===== src/rtl/nibble_serial_subtractor.sv =====
// nibble_serial_subtractor
// Computes x - y on 8-bit unsigned operands with one 4-bit subtract slice
// that is reused for the low and then the high nibble.
// Ports:
//   clk   - clock, rising edge
//   rst   - asynchronous active-high reset
//   x, y  - minuend / subtrahend, captured when a start is accepted
//   start - request strobe, accepted only while idle
//   busy  - high while an operation is in progress (decoded from state)
//   done  - one-cycle pulse, r and z hold the new result
//   r     - {borrow, difference[7:0]}
//   z     - high when difference[7:0] is zero
module nibble_serial_subtractor (
    input  logic       clk,
    input  logic       rst,
    input  logic [7:0] x,
    input  logic [7:0] y,
    input  logic       start,
    output logic       busy,
    output logic       done,
    output logic [8:0] r,
    output logic       z
);

    localparam int unsigned OP_W  = 8;
    localparam int unsigned NIB_W = 4;

    typedef enum logic [1:0] {
        IDLE = 2'd0,
        LO   = 2'd1,
        HI   = 2'd2
    } state_t;

    state_t            state, state_d;
    logic [OP_W-1:0]   xr, xr_d;
    logic [OP_W-1:0]   yr, yr_d;
    logic [NIB_W-1:0]  lo_q, lo_d;
    logic              bq, bq_d;
    logic [OP_W:0]     r_d;
    logic              z_d;
    logic              done_d;

    // Shared subtract slice: operands selected by which nibble is in flight
    logic [NIB_W-1:0]  slice_a;
    logic [NIB_W-1:0]  slice_b;
    logic              slice_bin;
    logic [NIB_W:0]    slice_res;
    logic [NIB_W-1:0]  slice_diff;
    logic              slice_bout;

    always_comb begin
        slice_a   = (state == HI) ? xr[OP_W-1:NIB_W] : xr[NIB_W-1:0];
        slice_b   = (state == HI) ? yr[OP_W-1:NIB_W] : yr[NIB_W-1:0];
        slice_bin = (state == HI) ? bq : 1'b0;
        // Extra MSB of the 5-bit difference is the borrow-out
        slice_res  = {1'b0, slice_a} - {1'b0, slice_b} - (NIB_W+1)'(slice_bin);
        slice_diff = slice_res[NIB_W-1:0];
        slice_bout = slice_res[NIB_W];
    end

    assign busy = (state != IDLE);

    // State register
    always_ff @(posedge clk or posedge rst) begin
        if (rst) begin
            state <= IDLE;
        end else begin
            state <= state_d;
        end
    end

    // Next-state and datapath next values
    always_comb begin
        state_d = state;
        xr_d    = xr;
        yr_d    = yr;
        lo_d    = lo_q;
        bq_d    = bq;
        r_d     = r;
        z_d     = z;
        done_d  = 1'b0;
        unique case (state)
            IDLE: begin
                if (start) begin
                    xr_d    = x;
                    yr_d    = y;
                    state_d = LO;
                end
            end
            LO: begin
                lo_d    = slice_diff;
                bq_d    = slice_bout;
                state_d = HI;
            end
            HI: begin
                r_d     = {slice_bout, slice_diff, lo_q};
                z_d     = ({slice_diff, lo_q} == OP_W'(0));
                done_d  = 1'b1;
                state_d = IDLE;
            end
            default: begin
                state_d = IDLE;
            end
        endcase
    end

    // Datapath and output registers
    always_ff @(posedge clk or posedge rst) begin
        if (rst) begin
            xr   <= '0;
            yr   <= '0;
            lo_q <= '0;
            bq   <= 1'b0;
            r    <= '0;
            z    <= 1'b0;
            done <= 1'b0;
        end else begin
            xr   <= xr_d;
            yr   <= yr_d;
            lo_q <= lo_d;
            bq   <= bq_d;
            r    <= r_d;
            z    <= z_d;
            done <= done_d;
        end
    end

endmodule

===== config.mk =====
export PLATFORM = sky130hd
export DESIGN_NAME = nibble_serial_subtractor
export DESIGN_NICKNAME = d
export VERILOG_FILES = /design/src/rtl/nibble_serial_subtractor.sv
export SDC_FILE = /design/constraint.sdc
export NUM_CORES = 1
export LEC_CHECK = 0
export BUFFER_PORTS_ARGS = -buffer_cell sky130_fd_sc_hd__clkbuf_2
export CORE_AREA = 2 2 59 61
export CTS_BUF_LIST = sky130_fd_sc_hd__clkbuf_2
export CTS_CLUSTER_SIZE = 25
export DETAILED_ROUTE_END_ITERATION = 8
export DIE_AREA = 0 0 61 63
export PLACE_DENSITY_LB_ADDON = 0.25
export SKIP_CTS_REPAIR_TIMING = 1
export SYNTH_ARGS = -nofsm -noshare
export SYNTH_HDL_FRONTEND = slang
export SYNTH_SLANG_ARGS = --single-unit

===== constraint.sdc =====
create_clock -name clk -period 6.9 [get_ports clk]
set_input_delay 1.38 -clock clk [delete_from_list [all_inputs] [get_ports clk]]
set_output_delay 1.38 -clock clk [all_outputs]
set_load 0.1 [all_outputs]

==> results of run 1 <==
[kinds of logic after synthesis]
logic type	after synthesis	synth area share, %
xor+xnor	3	1.69
simple gates	45	14.4
mux	21	14.9
fa+ha+maj	6	5.80
compound gates	11	4.51
buf+inv	14	3.94
flops	34	54.8
[power by group]
group | switching [mW] | internal [mW]
Sequential | 0.0393 | 0.265
Combinational | 0.331 | 0.116
Clock | 0.0615 | 0.0249
Total | 0.432 | 0.406
[flip-flops by register name, indices dropped and copies added (netlist names)]
name   flops
state      2
r          9
bq         1
xr         8
done       1
z          1
yr         8
lo_q       4
[worst max-delay path: stages (launching register included)]
cell      delay (ns)
dfrtp_1         0.43
nand2b_4        0.26
inv_2           0.26
mux2i_1         0.28
fa_1            0.24
inv_1           0.06
fa_1            0.54
or4b_1          0.46
nor4_2          0.16
a32o_1          0.20
[final timing paths]
check | startpoint | end | slack, ns | depth (start not counted)
hold / removal | r[2]$_DFFE_PP0P_ | r[2]$_DFFE_PP0P_ | 0.49 | 2
setup reg to reg | state[0]$_DFFE_PP0P_ | z$_DFFE_PP0P_ | 3.94 | 9
min in group asynchronous | rst | xr[4]$_DFFE_PP0P_ | 1.06 | 3
max in group asynchronous | rst | bq$_DFFE_PP0N_ | 5.56 | 3
setup / recovery | state[0]$_DFFE_PP0P_ | z$_DFFE_PP0P_ | 3.94 | 9
hold reg to reg | r[2]$_DFFE_PP0P_ | r[2]$_DFFE_PP0P_ | 0.49 | 2
[layer usage]
| metal | vias up | global-route usage, % | share of wire [%] |
|---|---|---|---|
| li1 | 506 | - | - |
| met1 | 508 | 18.6 | 42 |
| met2 | 25 | 26.3 | 53 |
| met3 | 4 | 6.21 | 4.3 |
| met4 | 0 | 6.25 | 1.3 |
| met5 | - | 0 | 0 |
[placed cells by master (no fill, tap or decap), drive strengths merged]
master,Yosys,routed
a21oi,1,1
a32o,1,1
buf,2,1
clkbuf,3,36
clkinv,0,2
dfrtp,34,34
fa,2,2
ha,4,4
inv,9,9
mux2,17,17
mux2i,4,4
nand2,38,38
nand2b,1,1
nand4b,1,1
nor2,1,1
nor4,1,1
o2111ai,1,1
o21ai,8,8
or2,1,1
or2b,1,1
or4b,1,1
xnor2,2,2
xor2,1,1
[area by class of cell]
type / instances / area, um2 / share of cell area, %
Sequential cell: 34 / 851 / 47.8
Multi-Input combinational cell: 86 / 642 / 36.1
Timing Repair Buffer: 31 / 158 / 8.85
Tap cell: 46 / 57.6 / 3.23
Inverter: 9 / 33.8 / 1.90
Clock buffer: 6 / 30.0 / 1.69
Clock inverter: 2 / 8.76 / 0.492
==> flow_summary.yaml, run 1 <==
place:
  dpl-instance-area_um2: 1740
  hpwl_um: 1960
  port_buffers: 30
  dpl.cell_count: 206
  place.gp.congestion: 0.802
  pre_cts_ws_ns: 4.01
synthesis:
  syn_nets: 159
  ys_seq_area_share_pct: 54.8
  yosysMostFrequentCell: "nand2_1"
  synth_area_leader_cell: "dfrtp_1"
  synth_cells: 134
  synth.top_cell.area_share_pct: 54.8
  synth_ff_type: "dfrtp_1"
  synth_area_um2: 1550
  synth_edf_count: 0
  async_flop_share_pct: 100
  ys_types: 25
  synth_area_leaders: "dfrtp_1 55%, mux2_2 11%, nand2_1 9.2%"
  synth_top_cells_by_count: "38 x nand2_1, 34 x dfrtp_1, 15 x mux2_2"
  syn_area_per_cell_um2: 11.6
  yosys_warnings: 0
  ys_seq_elements: 34
die:
  dieWidth_um: 61
  num_rows: 21
  io_pins: 31
  core_area_um2: 3230
  initial_utilization_pct: 48.1
  die-area_um2: 3840
  dieHeight_um: 63
worst_setup_path:
  worstPathMaxFanout: 22
  end_kind: "flip-flop"
  critPathRequiredTime_ns: 7.21
  arrival_ns: 3.27
  crit_type: "flip-flop to flip-flop"
  start_kind: "flip-flop"
sta:
  rsz0062_at_grt: "false"
  tightest_slew_ns: 0.540
  setup_violations: 0
  setup_tns_ns: 0
  final_hold_viol_count: 0
  relSlewSlack_pct: 64.1
  final_max_slew_viol_count: 0
  post-route-period-util_pct: 42.9
  min_period_ns: 2.96
  clock_skew_ns: 0.00461
  max_freq_mhz: 338
  worst_slack_ns: 3.94
  finalHoldWorstSlack_ns: 0.491
global_route:
  antenna_found_initial: 0
  grt_first_pass_wirelength_um: 4510
  grt_pass1_vias: 1042
  grt_use_total_pct: 16.1
  grt_max_degree: 35
  overflow: 0
power:
  total_power_mw: 0.838
  power_density_nw_per_um2: 471
  p_leak_nw: 0.913
  ir_drop_uv: 188
detailed_routing:
  post_drt_wl_per_cell_um: 12.3
  vias: 1043
  finalWirelength_um: 2640
  drc: 0
  dr.pass1.iters: 5
  antenna_left: 0
  drt_iter0_drc: 30
  viasPerCell: 4.87
cts:
  insertion_delay_ns: 0.36
  clkTransAtPathRegs_ns: 0.16
  cts_tree: "done"
  numCtsBuffers: 5
  cts_sinks: 34
  root_buffer: "clkbuf_2"
  cts_max_level: 2
  cts_buffer_depth: 2
cells_and_area:
  antennaDiodeCount: 0
  area_growth_pct: 14.6
  final_cell_area_um2: 1780
  final_nets: 192
  layout-drive-gt1-share_pct: 35.1
  layout.cells.non_filler: 214
  n_fill_cell: 318
  fin_util_pct: 55.1
worst_hold_path:
  hold_path.class: "flip-flop to flip-flop"
status:
  status: "complete, no violations"
job:
  drv_cap: 0
Note: power is estimated with default switching activity, not from simulation.
==> run 2: changes to the inputs <==
ABC_AREA = 1   (was default)
clock period = 2.94 ns   (was 6.9 ns; I/O delays follow)
==> run 2 against run 1 <==
  * Clock power up 130%
  * Routed wire length up 9.2%
  * Total power up 130%
  * Die area unchanged
  * Global-route usage up 2.3 points
  * Register-to-register slack worse by 3.5 ns
  * Highest routed layer unchanged
  * Sequential cell count unchanged
  * Clock-buffer cell count down 1
  * Critical endpoint unchanged
  * Largest cell class unchanged
==> flow_summary.yaml, run 2 <==
die:
  io_pins: 31
  initial_utilization_pct: 47.6
  dieWidth_um: 61
  core_area_um2: 3230
  die-area_um2: 3840
  num_rows: 21
  dieHeight_um: 63
cells_and_area:
  multi_input_area_um2: 593
  n_fill_cell: 328
  registers.top_by_ff_count: "r"
  fin_util_pct: 54.9
  largest_reg_flops: 9
  final_common_cell: "nand2_1"
  final_nets: 242
  seqCellArea_um2: 851
  final_cell_mix: "80 x nand2_1, 35 x clkbuf_2, 34 x dfrtp_1"
  antennaDiodeCount: 0
  layout.cells.non_filler: 264
  area_growth_pct: 15.3
  final_cell_area_um2: 1770
  layout-drive-gt1-share_pct: 17.9
  top_regs: "r (9), xr (8), yr (8)"
sta:
  final_max_slew_viol_count: 0
  min_period_ns: 2.49
  setup_tns_ns: 0
  relSlewSlack_pct: 57.4
  post-route-period-util_pct: 84.6
  setup_violations: 0
  final_hold_viol_count: 0
  worst_slack_ns: 0.452
  rsz0062_at_grt: "false"
  clock_skew_ns: 0.00396
  finalHoldWorstSlack_ns: 0.256
  max_freq_mhz: 402
  tightest_slew_ns: 0.639
power:
  ir_drop_uv: 339
  power_density_nw_per_um2: 1080
  total_power_mw: 1.92
  p_leak_nw: 1.01
place:
  hpwl_um: 2230
  port_buffers: 30
  dpl-instance-area_um2: 1740
  place.gp.congestion: 0.818
  dpl.cell_count: 256
  pre_cts_ws_ns: 0.464
synthesis:
  synth_mux_area_share_pct: 1.30
  synth_top_cells_by_count: "80 x nand2_1, 34 x dfrtp_1, 18 x inv_1"
  ys_seq_elements: 34
  yosysMostFrequentCell: "nand2_1"
  synth_edf_count: 0
  synth_xor_area_share_pct: 0.569
  syn_nets: 208
  synth-compound-area-share_pct: 5.20
  yosys_warnings: 0
  synth_area_leader_cell: "dfrtp_1"
  ys_seq_area_share_pct: 55.3
  synthSimpleGateAreaFrac_pct: 25.6
  synth_ff_type: "dfrtp_1"
  synth_cells: 183
  async_flop_share_pct: 100
  synth.top_cell.area_share_pct: 55.3
  synth_top_family_by_area: "simple AND/OR/NAND/NOR gates"
  synth_area_leaders: "dfrtp_1 55%, nand2_1 20%, o21ai_0 4.9%"
  syn_area_per_cell_um2: 8.41
  yosys.area_share.adder_pct: 5.85
  ys_types: 17
  synth_area_um2: 1540
worst_setup_path:
  path_delay_family: "adder cells"
  worstPathMaxFanout: 12
  arrival_ns: 2.76
  start_kind: "flip-flop"
  cp_common_cell: "nand2_1"
  critPathRequiredTime_ns: 3.22
  end_kind: "flip-flop"
  cp_slowest_stage_delay_ns: 0.46
  worstPathCellList: "nand2_2, clkinv_1, nand2_1, nand2_1, fa_1, inv_1, fa_1, nand4_1, nor2_1, nand3_1, nand2_1"
  cp_slowest_cell: "fa_1"
  worst-path-buf-inv: 2
  crit_type: "flip-flop to flip-flop"
global_route:
  grt_use_total_pct: 18.4
  grt_max_degree: 23
  antenna_found_initial: 0
  grt_first_pass_wirelength_um: 5210
  grt_pass1_vias: 1273
  overflow: 0
detailed_routing:
  drt_iter0_drc: 46
  vias: 1228
  finalWirelength_um: 2880
  antenna_left: 0
  viasPerCell: 4.65
  drc: 0
  dr.pass1.iters: 4
  post_drt_wl_per_cell_um: 10.9
cts:
  root_buffer: "clkbuf_2"
  cts_buffer_depth: 2
  numCtsBuffers: 5
  cts_tree: "done"
  cts_max_level: 2
  cts_sinks: 34
  clkTransAtPathRegs_ns: 0.16
  insertion_delay_ns: 0.36
job:
  drv_cap: 0
worst_hold_path:
  hold_path.class: "input pin to async pin"
status:
  status: "complete, no violations"
-- run 2: changes by cell type in the layout (fill, tap and decap cells not counted), moves of 7 or more --
| cell | change |
|---|---|
| nand3_1 | +9 |
| inv_1 | +10 |
| o21ai_0 | +7 |
| mux2_2 | -15 |
| nor2_1 | +8 |
| nand2_1 | +42 |
-- run 2: final timing paths --
check	startpoint	endpoint	slack, ns	cells after the start
max	state[1]$_DFFE_PP0P_	z$_DFFE_PP0P_	0.45	11
min	rst	xr[1]$_DFFE_PP0P_	0.26	2
max reg2reg	state[1]$_DFFE_PP0P_	z$_DFFE_PP0P_	0.45	11
min reg2reg	xr[6]$_DFFE_PP0P_	xr[6]$_DFFE_PP0P_	0.50	2
max in group asynchronous	rst	r[4]$_DFFE_PP0P_	2.02	3
min in group clk	x[0]	xr[0]$_DFFE_PP0P_	0.40	3
-- run 2: routing by layer --
| metal | track usage (%) | share of wire [%] | vias up |
|---|---|---|---|
| li1 | - | - | 631 |
| met1 | 21.0 | 42 | 568 |
| met2 | 31.7 | 52 | 24 |
| met3 | 6.21 | 4.6 | 5 |
| met4 | 5.71 | 1.4 | 0 |
| met5 | 0 | 0 | - |
-- run 2: kinds of logic after synthesis --
kind of cell | count (synthesis)
adder cells (fa/ha/maj) | 6
AND/OR/NAND/NOR | 100
buffers and inverters | 24
multiplexers | 2
flip-flops | 34
XOR/XNOR | 1
AO/OA/AOI/OAI | 16
-- run 2: worst reg2reg max path: stages (launching register included) --
cell and delay [ns]:
dfrtp_1 0.44, nand2_2 0.19, clkinv_1 0.28, nand2_1 0.15
nand2_1 0.08, fa_1 0.40, inv_1 0.09, fa_1 0.46
nand4_1 0.12, nor2_1 0.05, nand3_1 0.08, nand2_1 0.05
-- run 2: layout make-up --
class | instances | area share, %
sequential | 34 | 48.0
multi-input combinational | 125 | 33.4
timing repair buffer | 32 | 9.31
inverter | 19 | 4.02
tap | 46 | 3.24
clock buffer | 5 | 1.41
clock inverter | 3 | 0.635
-- run 2: report_power, final --
part	switching (mW)	internal (mW)	total (mW)
sequential	0.0765	0.615	0.692
combinational	0.798	0.227	1.03
clock	0.147	0.0507	0.198
==> run 3: changes to the inputs <==
clock period = 2.1 ns   (was 2.94 ns; I/O delays follow)
==> run 3 against run 2 <==
  * Clock-buffer cell count did not move
  * Register-to-register slack got worse by 0.40 ns
  * Via count grew 2.9%
  * Combinational power up 62%
  * Sequential share of layout area decreased by 4.3 points
  * Fmax increased by 21%
  * Clock power is 29% higher
  * First-iteration DRC count up 8.7%
  * Global-route usage increased by 1.1 points
==> flow_summary.yaml, run 3 (same netlist as run 2, synthesis figures left out) <==
die:
  core_area_um2: 3230
  io_pins: 31
  num_rows: 21
  dieWidth_um: 61
  initial_utilization_pct: 47.6
  die-area_um2: 3840
  dieHeight_um: 63
worst_setup_path:
  arrival_ns: 2.33
  path_delay_family: "simple AND/OR/NAND/NOR gates"
  crit_type: "flip-flop to flip-flop"
  cp.depth: 13
  cp_slowest_stage_delay_ns: 0.42
  critPathRequiredTime_ns: 2.38
  cp_common_cell: "nand2_2"
  start_kind: "flip-flop"
  cp_slowest_cell: "dfrtp_1"
  worstPathMaxFanout: 5
  r2r_cells: 13
  worstPathCellList: "inv_2, nand2_4, clkinvlp_4, nand2_2, nand2_2, fa_2, inv_2, fa_2, nand2_2, a21oi_2, or2_4, nand3_2, nand2_1"
  worst-path-buf-inv: 3
  end_kind: "flip-flop"
sta:
  final_hold_viol_count: 0
  post-route-period-util_pct: 97.6
  final_max_slew_viol_count: 0
  tightest_slew_ns: 0.542
  clock_skew_ns: 0.0109
  setup_violations: 0
  rsz0062_at_grt: "true"
  min_period_ns: 2.05
  max_freq_mhz: 488
  relSlewSlack_pct: 64.0
detailed_routing:
  dr.pass1.iters: 4
  antenna_left: 0
  vias: 1264
  finalWirelength_um: 3170
  drt_iter0_drc: 50
  drc: 0
  viasPerCell: 4.58
  post_drt_wl_per_cell_um: 11.5
power:
  combPwrFrac_pct: 57.5
  total_power_mw: 2.90
  seqPwrFrac_pct: 33.7
  ir_drop_uv: 533
  p_sw_share_pct: 52.0
  p_leak_nw: 1.08
  power_density_nw_per_um2: 1490
  p_sw_mw: 1.51
  internal-power_mw: 1.39
  p_clk_share_pct: 8.8
place:
  hpwl_um: 2280
  place.gp.congestion: 0.850
  port_buffers: 30
cts:
  cts_max_level: 2
  cts_sinks: 34
  cts_buffer_depth: 2
  clkTransAtPathRegs_ns: 0.15
  root_buffer: "clkbuf_2"
  numCtsBuffers: 5
  cts_tree: "done"
  insertion_delay_ns: 0.36
cells_and_area:
  final_cell_mix: "75 x nand2_1, 34 x dfrtp_1, 34 x clkbuf_2"
  multi_input_area_um2: 661
  final_common_cell: "nand2_1"
  seqCellArea_um2: 851
  top_regs: "r (9), xr (8), yr (8)"
  fin_util_pct: 60.2
  n_fill_cell: 299
  registers.top_by_ff_count: "r"
  layout-drive-gt1-share_pct: 30.9
  antennaDiodeCount: 0
  area_growth_pct: 26.5
  final_nets: 256
  largest_reg_flops: 9
global_route:
  grt_pass1_vias: 1260
  grt_use_total_pct: 19.5
  antenna_found_initial: 0
  grt_max_degree: 35
  overflow: 0
  grt_first_pass_wirelength_um: 5400
status:
  status: "complete, no violations"
worst_hold_path:
  hold_path.class: "input pin to async pin"
job:
  drv_cap: 0
-- run 3: cell count changes in the layout (fill, tap and decap cells not counted), moves of 2 or more --
| cell | change |
|---|---|
| fa_1 | -2 |
| nand3_1 | -3 |
| clkinv_1 | -3 |
| fa_2 | +2 |
| nand2_2 | +4 |
| o21ai_0 | -2 |
| inv_1 | -3 |
| nand3_2 | +3 |
| buf_4 | +13 |
| nand2_1 | -5 |
| inv_2 | +3 |
-- run 3: final cells by class --
| cell class | count | share of cell area (%) |
|---|---|---|
| sequential | 34 | 43.7 |
| tap | 46 | 2.96 |
| timing repair buffer | 46 | 14.1 |
| clock inverter | 1 | 0.193 |
| clock buffer | 5 | 1.29 |
| multi-input combinational | 125 | 33.9 |
| inverter | 19 | 3.86 |
-- run 3: through the flow --
stage / instances / instance area (um2) / worst slack [ns] / setup TNS, ns / hold WS (ns)
4_1_cts: 272 / 1850 / -0.0636 / -0.145 / 0.0835
2_1_floorplan: 183 / 1550 / 0.00409 / 0 / 0.448
6_report: 276 / 1950 / 0.0500 / 0 / 0.100
3_3_place_gp: 266 / 1820 / 0.0547 / 0 / 0.462
5_1_grt: 276 / 1950 / -0.0872 / -0.300 / 0.109
3_5_place_dp: 266 / 1820 / -0.0473 / -0.121 / 0.464
-- run 3: routing by layer --
layer / vias up / track usage [%] / share of wire [%]
met5: - / 0 / 0
met4: 0 / 6.52 / 2.0
met3: 7 / 7.04 / 4.3
met2: 23 / 33.3 / 52
met1: 582 / 21.9 / 42
li1: 652 / - / -
-- run 3: final timing paths --
kind / to / slack [ns] / from
setup reg to reg: r[8]$_DFFE_PP0P_ / 0.05 / state[0]$_DFFE_PP0P_
min in group clk: xr[4]$_DFFE_PP0P_ / 0.23 / x[4]
max in group asynchronous: xr[1]$_DFFE_PP0P_ / 1.70 / rst
hold / removal: xr[4]$_DFFE_PP0P_ / 0.10 / rst
hold reg to reg: r[7]$_DFFE_PP0P_ / 0.49 / r[7]$_DFFE_PP0P_
setup / recovery: r[8]$_DFFE_PP0P_ / 0.05 / state[0]$_DFFE_PP0P_
-- run 3: power by group through the flow --
stage	clock (mW)	sequential (mW)	combinational, mW
finish	0.256	0.979	1.67
global route	0.306	1.01	1.82
CTS	0.270	0.977	1.53
detailed placement	0	0.991	1.53
global placement	0	0.979	1.50
floorplan	0	1.60	0.576
-- run 3: tightest hold or removal path, stage by stage --
cell and delay, ns:
clkbuf_2 0.08, inv_1 0.04, buf_4 0.37
